[src/rtl/rng_ram_filler.sv]
// rng_ram_filler: collects 12 health-checked entropy words, writes them as
// 8 key words and 4 block words over a Wishbone port, then writes a seal
// word (the running fill count) and pulses ack_rng. A stuck source locks
// the block in FAIL until reset.
module rng_ram_filler #(
  parameter logic [8:0]  KEY_BASE_ADDR   = 9'h00,
  parameter logic [8:0]  BLOCK_BASE_ADDR = 9'h10,
  parameter int unsigned REP_LIMIT       = 3
) (
  input  logic        clk_i,
  input  logic        rst_ni,
  input  logic        we_rng,
  input  logic [8:0]  addr_rng,
  output logic        ack_rng,
  input  logic        ent_valid,
  input  logic [31:0] ent_data,
  output logic        ent_ready,
  output logic        ram_cyc_a,
  output logic        ram_stb_a,
  output logic [3:0]  ram_we_a,
  output logic [8:0]  ram_addr_a,
  output logic [31:0] ram_data_in_a,
  input  logic        ram_ack_a,
  input  logic        ram_stall_a,
  output logic        busy,
  output logic        rng_err,
  output logic [31:0] fill_count
);

  typedef enum logic [2:0] {
    S_IDLE, S_COLLECT, S_WR_REQ, S_WR_ACK, S_SEAL_REQ, S_SEAL_ACK, S_ACK, S_FAIL
  } state_e;

  state_e      state_q, state_d;
  logic [3:0]  idx_q, idx_d;
  logic [3:0]  rep_q, rep_d;
  logic [31:0] prev_q, prev_d;
  logic        has_prev_q, has_prev_d;
  logic [8:0]  seal_addr_q, seal_addr_d;
  logic [31:0] fill_q, fill_d;

  logic        ack_d, ready_d, cyc_d, stb_d, busy_d, err_d;
  logic [3:0]  we_d;
  logic [8:0]  addr_d;
  logic [31:0] data_d;

  function automatic logic [8:0] word_addr(input logic [3:0] i);
    if (i < 4'd8) return KEY_BASE_ADDR + {5'd0, i};
    else          return BLOCK_BASE_ADDR + {5'd0, i - 4'd8};
  endfunction

  // Next-state and datapath updates; outputs are derived from the next state
  // so that every port can be driven straight from a flop.
  always_comb begin
    state_d     = state_q;
    idx_d       = idx_q;
    rep_d       = rep_q;
    prev_d      = prev_q;
    has_prev_d  = has_prev_q;
    seal_addr_d = seal_addr_q;
    fill_d      = fill_q;

    case (state_q)
      S_IDLE: begin
        if (we_rng) begin
          seal_addr_d = addr_rng;
          idx_d       = '0;
          rep_d       = '0;
          has_prev_d  = 1'b0;
          state_d     = S_COLLECT;
        end
      end
      S_COLLECT: begin
        if (ent_valid) begin
          if (has_prev_q && (ent_data == prev_q)) begin
            rep_d = rep_q + 4'd1;
            if (rep_q == 4'(REP_LIMIT - 1)) state_d = S_FAIL;
          end else begin
            prev_d     = ent_data;
            has_prev_d = 1'b1;
            rep_d      = '0;
            state_d    = S_WR_REQ;
          end
        end
      end
      S_WR_REQ: begin
        if (!ram_stall_a) state_d = S_WR_ACK;
      end
      S_WR_ACK: begin
        if (ram_ack_a) begin
          idx_d   = idx_q + 4'd1;
          state_d = (idx_q == 4'd11) ? S_SEAL_REQ : S_COLLECT;
        end
      end
      S_SEAL_REQ: begin
        if (!ram_stall_a) state_d = S_SEAL_ACK;
      end
      S_SEAL_ACK: begin
        if (ram_ack_a) begin
          fill_d  = fill_q + 32'd1;
          state_d = S_ACK;
        end
      end
      S_ACK:  state_d = S_IDLE;
      S_FAIL: state_d = S_FAIL;
      default: state_d = S_FAIL;
    endcase

    ack_d   = (state_d == S_ACK);
    ready_d = (state_d == S_COLLECT);
    busy_d  = (state_d != S_IDLE);
    err_d   = (state_d == S_FAIL);
    cyc_d   = 1'b0;
    stb_d   = 1'b0;
    we_d    = '0;
    addr_d  = '0;
    data_d  = '0;
    case (state_d)
      S_WR_REQ, S_WR_ACK: begin
        cyc_d  = 1'b1;
        stb_d  = (state_d == S_WR_REQ);
        we_d   = (state_d == S_WR_REQ) ? 4'hF : 4'h0;
        addr_d = word_addr(idx_d);
        data_d = prev_d;
      end
      S_SEAL_REQ, S_SEAL_ACK: begin
        cyc_d  = 1'b1;
        stb_d  = (state_d == S_SEAL_REQ);
        we_d   = (state_d == S_SEAL_REQ) ? 4'hF : 4'h0;
        addr_d = seal_addr_d;
        data_d = fill_d + 32'd1;
      end
      default: ;
    endcase
  end

  // State, datapath and output registers; reset drops the bus immediately.
  always_ff @(posedge clk_i or negedge rst_ni) begin
    if (!rst_ni) begin
      state_q       <= S_IDLE;
      idx_q         <= '0;
      rep_q         <= '0;
      prev_q        <= '0;
      has_prev_q    <= 1'b0;
      seal_addr_q   <= '0;
      fill_q        <= '0;
      ack_rng       <= 1'b0;
      ent_ready     <= 1'b0;
      ram_cyc_a     <= 1'b0;
      ram_stb_a     <= 1'b0;
      ram_we_a      <= '0;
      ram_addr_a    <= '0;
      ram_data_in_a <= '0;
      busy          <= 1'b0;
      rng_err       <= 1'b0;
    end else begin
      state_q       <= state_d;
      idx_q         <= idx_d;
      rep_q         <= rep_d;
      prev_q        <= prev_d;
      has_prev_q    <= has_prev_d;
      seal_addr_q   <= seal_addr_d;
      fill_q        <= fill_d;
      ack_rng       <= ack_d;
      ent_ready     <= ready_d;
      ram_cyc_a     <= cyc_d;
      ram_stb_a     <= stb_d;
      ram_we_a      <= we_d;
      ram_addr_a    <= addr_d;
      ram_data_in_a <= data_d;
      busy          <= busy_d;
      rng_err       <= err_d;
    end
  end

  assign fill_count = fill_q;

endmodule

[config.mk]
export PLATFORM = sky130hd
export DESIGN_NAME = rng_ram_filler
export DESIGN_NICKNAME = d
export VERILOG_FILES = /design/src/rtl/rng_ram_filler.sv
export SDC_FILE = /design/constraint.sdc
export NUM_CORES = 1
export LEC_CHECK = 0
export ABC_AREA = 0
export ABC_CLOCK_PERIOD_IN_PS = 5950
export BUFFER_PORTS_ARGS = -buffer_cell sky130_fd_sc_hd__buf_2
export CORE_MARGIN = 5
export CORE_UTILIZATION = 35
export DETAILED_ROUTE_END_ITERATION = 8
export SKIP_CTS_REPAIR_TIMING = 1
export SLEW_MARGIN = 10
export SYNTH_ARGS = -nofsm -noshare
export SYNTH_HDL_FRONTEND = slang
export SYNTH_SLANG_ARGS = --single-unit
[constraint.sdc]
create_clock -name clk_i -period 5.95 [get_ports clk_i]
set_input_delay 1.19 -clock clk_i [delete_from_list [all_inputs] [get_ports clk_i]]
set_output_delay 1.19 -clock clk_i [all_outputs]
set_load 0.02 [all_outputs]
Word-level counts from Yosys, hierarchy flattened
Index checks and enable logic that the tools add are counted.
Widths: inputs -> output; s select.
- add/subtract/negate cells: 6
- order comparisons: 1
- equal/unequal tests: 20
- mux-type cells: 36
- reductions and logical operators: 9
- operator list (kind ; count):
    $mux 32 ; 5
    $add 32x1->32 const B ; 2
    $pmux 32 s2 ; 1
    $eq 32x32->1 ; 1
    $mux 4 ; 7
    $mux 3 ; 9
    $eq 3x3->1 const B ; 8
    $pmux 3 s8 ; 1
    $pmux 4 s2 ; 3
    $mux 9 ; 2
    $pmux 9 s2 ; 1
    $eq 3x2->1 const B ; 4
    $add 4x1->4 const B ; 2
    $add 5x4->6 const A ; 1
    $eq 3x1->1 const B ; 2
    $mux 6 ; 1
    $ne 2x2->1 const B ; 3
    $eq 4x2->1 const B ; 1
    $eq 4x4->1 const B ; 1
    $lt 4x4->1 const B ; 1
    $mux 1 ; 4
    $pmux 1 s2 ; 2
    $reduce_and 4->1 ; 1
    $reduce_or 2->1 ; 2
    other kinds (7) ; 7
- flip-flop bits (word level): 136

Longest topological paths before layout
- word-level depth: 8
- gate-level depth with buffers: 12
- mapped depth without buffers: 11

Worst setup path before layout
Ideal clock, no wire load.
- path kind: input to register
- start point: input port ram_ack_a
- end point: register ram_data_in_a[30]
- setup time: 122 ps
- arrival time: 3947 ps
- data required time: 5828 ps
- path slack: 1882 ps
- cell stages on the path: 11
- path buffers: 2
- cell sequence: buf_2 > nand4b_1 > buf_2 > xnor2_1 > ha_1 > a21boi_1 > nand4_1 > nor4_2 > nand4b_2 > or3_1 > a32o_1
- RTL lines (item ; line ; text):
    start: declaration ; 23 ; input logic ram_ack_a,
    $mux 32 ; 99 ; if (ram_ack_a) begin
    $mux 32 ; 63 ; case (state_q)
    net fill_d[0] ; 40 ; logic [31:0] fill_q, fill_d;
    $add 32x1->32 ; 131 ; data_d = fill_d + 32'd1;
    $pmux 32 s2 ; 118 ; case (state_d)
    net data_d[30] ; 45 ; logic [31:0] data_d;
    end signal: assignment ; 170 ; ram_data_in_a <= data_d;
    end: declaration ; 22 ; output logic [31:0] ram_data_in_a,
The timed path passes the listed nets, and every way through them passes these cells.
A chain may end at the register's enable or synchronous reset.

Worst setup path after layout
Same ends and word-level chain as after synthesis.

==> metrics.yaml <==
outcome: "finished clean"
routed_via_density: 5.20
critPathArrivalTime_ns: 4.43
cts_tree: "built"
die_x_um: 148
grt_max_degree: 91
ir_drop_uv: 153
avgSynthCellArea_um2: 10.5
final_util_pct: 43.4
cts_buffers: 17
whs_ns: 0.476
antenna_cells: 0
cp-end-kind: "flip-flop"
ys_warn_count: 0
clock.fmax_mhz: 242
num_rows: 50
nNetsFinal: 810
synthDominantCellAreaShare_pct: 49.7
h-tree-depth: 4
syn2layout_area_growth_pct: 22.0
maxCapViolCount: 0
wl_per_cell_um: 18.2
grt_antenna_before_repair: 0
max_stage_delay_ns: 0.63
crit_fanout: 17
drt-total-wl_um: 18300
drt_iter0_drc: 444
yosysUniqueCellTypes: 61
synthCells: 636
power_mw: 3.44
tns_ns: 0
power_switching_mw: 1.17
drive_gt1_share_pct: 29.5
synth_top_area_cell: "dfrtp_1"
crit_chain: "buf_2 > nand4b_1 > buf_4 > xnor2_1 > ha_1 > a21boi_1 > nand4_1 > nor4_2 > nand4b_2 > or3_1 > a32o_1"
setup_viol: 0
synth_area_leaders: "dfrtp_1 50%, mux2_2 6.8%, xor2_1 5.8%"
fin_crit_sh_pct: 69.3
stdcell_area_mm2: 0.00811
cts_max_path_buffers: 2
swShare_pct: 34.0
place.port_buffers: 129
fp.coreArea_mm2: 0.0187
dp_hpwl_um: 13700
synth_area_mm2: 0.00665
grt_pass1_vias: 5110
clock_sinks: 132
seqPwrFrac_pct: 38.8
clockRootBuffer: "clkbuf_16"
rsz0062_at_grt: "no"
hold_viol_final: 0
final.min_clock_period_ns: 4.12
syn-num-nets: 688
power_density_mw_per_mm2: 425
via_count: 5221
clkTransAtPathRegs_ns: 0.06
ys_async_sr_fraction_pct: 100
drc_errors: 0
dieArea_mm2: 0.0219
grt_overflow: 0
dpl_cell_area_mm2: 0.00750
antenna_left: 0
synth-seq-area-share_pct: 49.7
worstMarginPinSlew_ns: 1.12
crit_slowest_cell: "nor4_2"
drv_slew: 0
grt_pass1_wl_um: 28600
start_util_pct: 35.6
worstSetupStartpointType: "primary input"
fin_worst_skew_ns: 0.0115
track_usage_pct: 16.9
max_slew_margin_pct: 25.4
p_leak_nw: 3.73
synth_seq_cells: 132
p_clk_share_pct: 31.3
power_frac_comb_pct: 29.9
min_path_type: "flip-flop to flip-flop"
rr_worst_depth: 10
cp_data_required_time_ns: 6.26
synth_flop_cell: "dfrtp_1"
fp.dieH_um: 148
io_pins: 130
place_congestion: 0.883
clk_latency_ns: 0.42
critPathKind: "primary input to flip-flop"
dr.pass1.iters: 5
synth_enable_flop_cells: 0
p_int_mw: 2.27
holdPathStages: 1
[stage by stage]
stage	cells	worst slack (ns)
CTS	1004	1.88
finish	1004	1.83
detailed placement	973	1.47
global placement	973	1.53
global route	1004	1.70
floorplan	636	1.88
[power by group through the flow]
stage                     clock (mW)  sequential [mW]  combinational (mW)
after floorplan                    0             1.46               0.564
after global placement             0             1.34                1.03
after detailed placement           0             1.35                1.04
after CTS                       1.10             1.34                1.05
after global routing            1.15             1.36                1.13
final                           1.08             1.34                1.03
[worst paths after layout]
path	startpoint	to	slack, ns
min in group asynchronous	rst_ni	rep_q[0]$_DFFE_PN0P_	0.83
worst max-delay path	ram_ack_a	ram_data_in_a[30]$_DFF_PN0_	1.83
max in group asynchronous	rst_ni	prev_q[2]$_DFF_PN0_	4.03
worst min register to register	rep_q[3]$_DFFE_PN0P_	rep_q[3]$_DFFE_PN0P_	0.48
worst max register to register	state_q[2]$_DFF_PN0_	ram_data_in_a[30]$_DFF_PN0_	2.09
worst min-delay path	rep_q[3]$_DFFE_PN0P_	rep_q[3]$_DFFE_PN0P_	0.48
[cells in the mapped netlist (3+ instances only)]
library cell,number
nor4_1,21
nor4_2,3
dfrtp_1,132
and2_1,8
buf_1,4
o31ai_1,11
o21ai_0,37
nand4b_1,4
nand4_1,23
nor3_1,14
or4_1,5
and3_1,4
ha_1,5
buf_4,4
or3_1,6
nand3_1,23
a32o_1,3
a22o_1,7
clkbuf_1,17
buf_2,8
o22ai_1,3
mux2_2,40
nor2b_1,3
nand2_1,65
nand2b_1,6
nor2_1,21
xor2_1,44
nor3b_1,3
a21oi_1,9
xnor2_1,36
inv_1,27
o211ai_1,3
[state kept, by name, indices dropped and copies added (netlist names)]
| register | cells |
|---|---|
| rng_err | 1 |
| seal_addr_q | 9 |
| fill_count | 32 |
| idx_q | 4 |
| ram_addr_a | 9 |
| rep_q | 4 |
| ent_ready | 1 |
| prev_q | 32 |
| busy | 1 |
| ram_cyc_a | 1 |
| state_q | 3 |
| ram_data_in_a | 32 |
| has_prev_q | 1 |
| ram_we_a | 1 |
| ack_rng | 1 |
[critical path, delay by kind of cell]
family | cells | cell delay, ns
adder cells (fa/ha/maj) | 1 | 0.25
buffers and inverters | 2 | 0.41
AO/OA/AOI/OAI | 2 | 0.56
AND/OR/NAND/NOR | 5 | 1.63
XOR/XNOR | 1 | 0.38
[cell type report]
type                            instances  area (um2)
Fill cell                            1827       10600
Sequential cell                       132        3300
Multi-Input combinational cell        442        3090
Timing Repair Buffer                  137         712
Clock buffer                           19         453
Tap cell                              234         293
Clock inverter                         12         155
Inverter                               28         105
[logic make-up (layout without fill, tap and decap cells)]
kind of cell,Yosys count,count (layout),synth area share (%)
AO/OA/AOI/OAI,89,89,8.69
XOR/XNOR,81,81,10.8
adder cells (fa/ha/maj),5,5,0.941
buffers and inverters,62,196,3.99
flip-flops,132,132,49.7
multiplexers,41,41,6.92
AND/OR/NAND/NOR,226,226,19.0
[cells in the final DEF (no fill, tap or decap), types with 7 or more instances in the layout]
cell	count
o21ai_0	37
mux2_2	40
xnor2_1	36
nor4_1	21
nand4_1	23
a21oi_1	8
buf_2	128
nand2_1	65
and2_1	8
nor2_1	21
inv_1	27
dfrtp_1	132
clkbuf_16	17
buf_4	8
a22o_1	7
nor3_1	14
xor2_1	44
nand3_1	23
o31ai_1	10
[metal layers]
| metal | global-route usage, % | share of wire (%) |
|---|---|---|
| met3 | 4.20 | 6.5 |
| met1 | 22.7 | 44 |
| met4 | 4.62 | 1.2 |
| met2 | 27.6 | 48 |
| met5 | 0 | 0 |
Note: power is estimated with default switching activity, not from simulation.
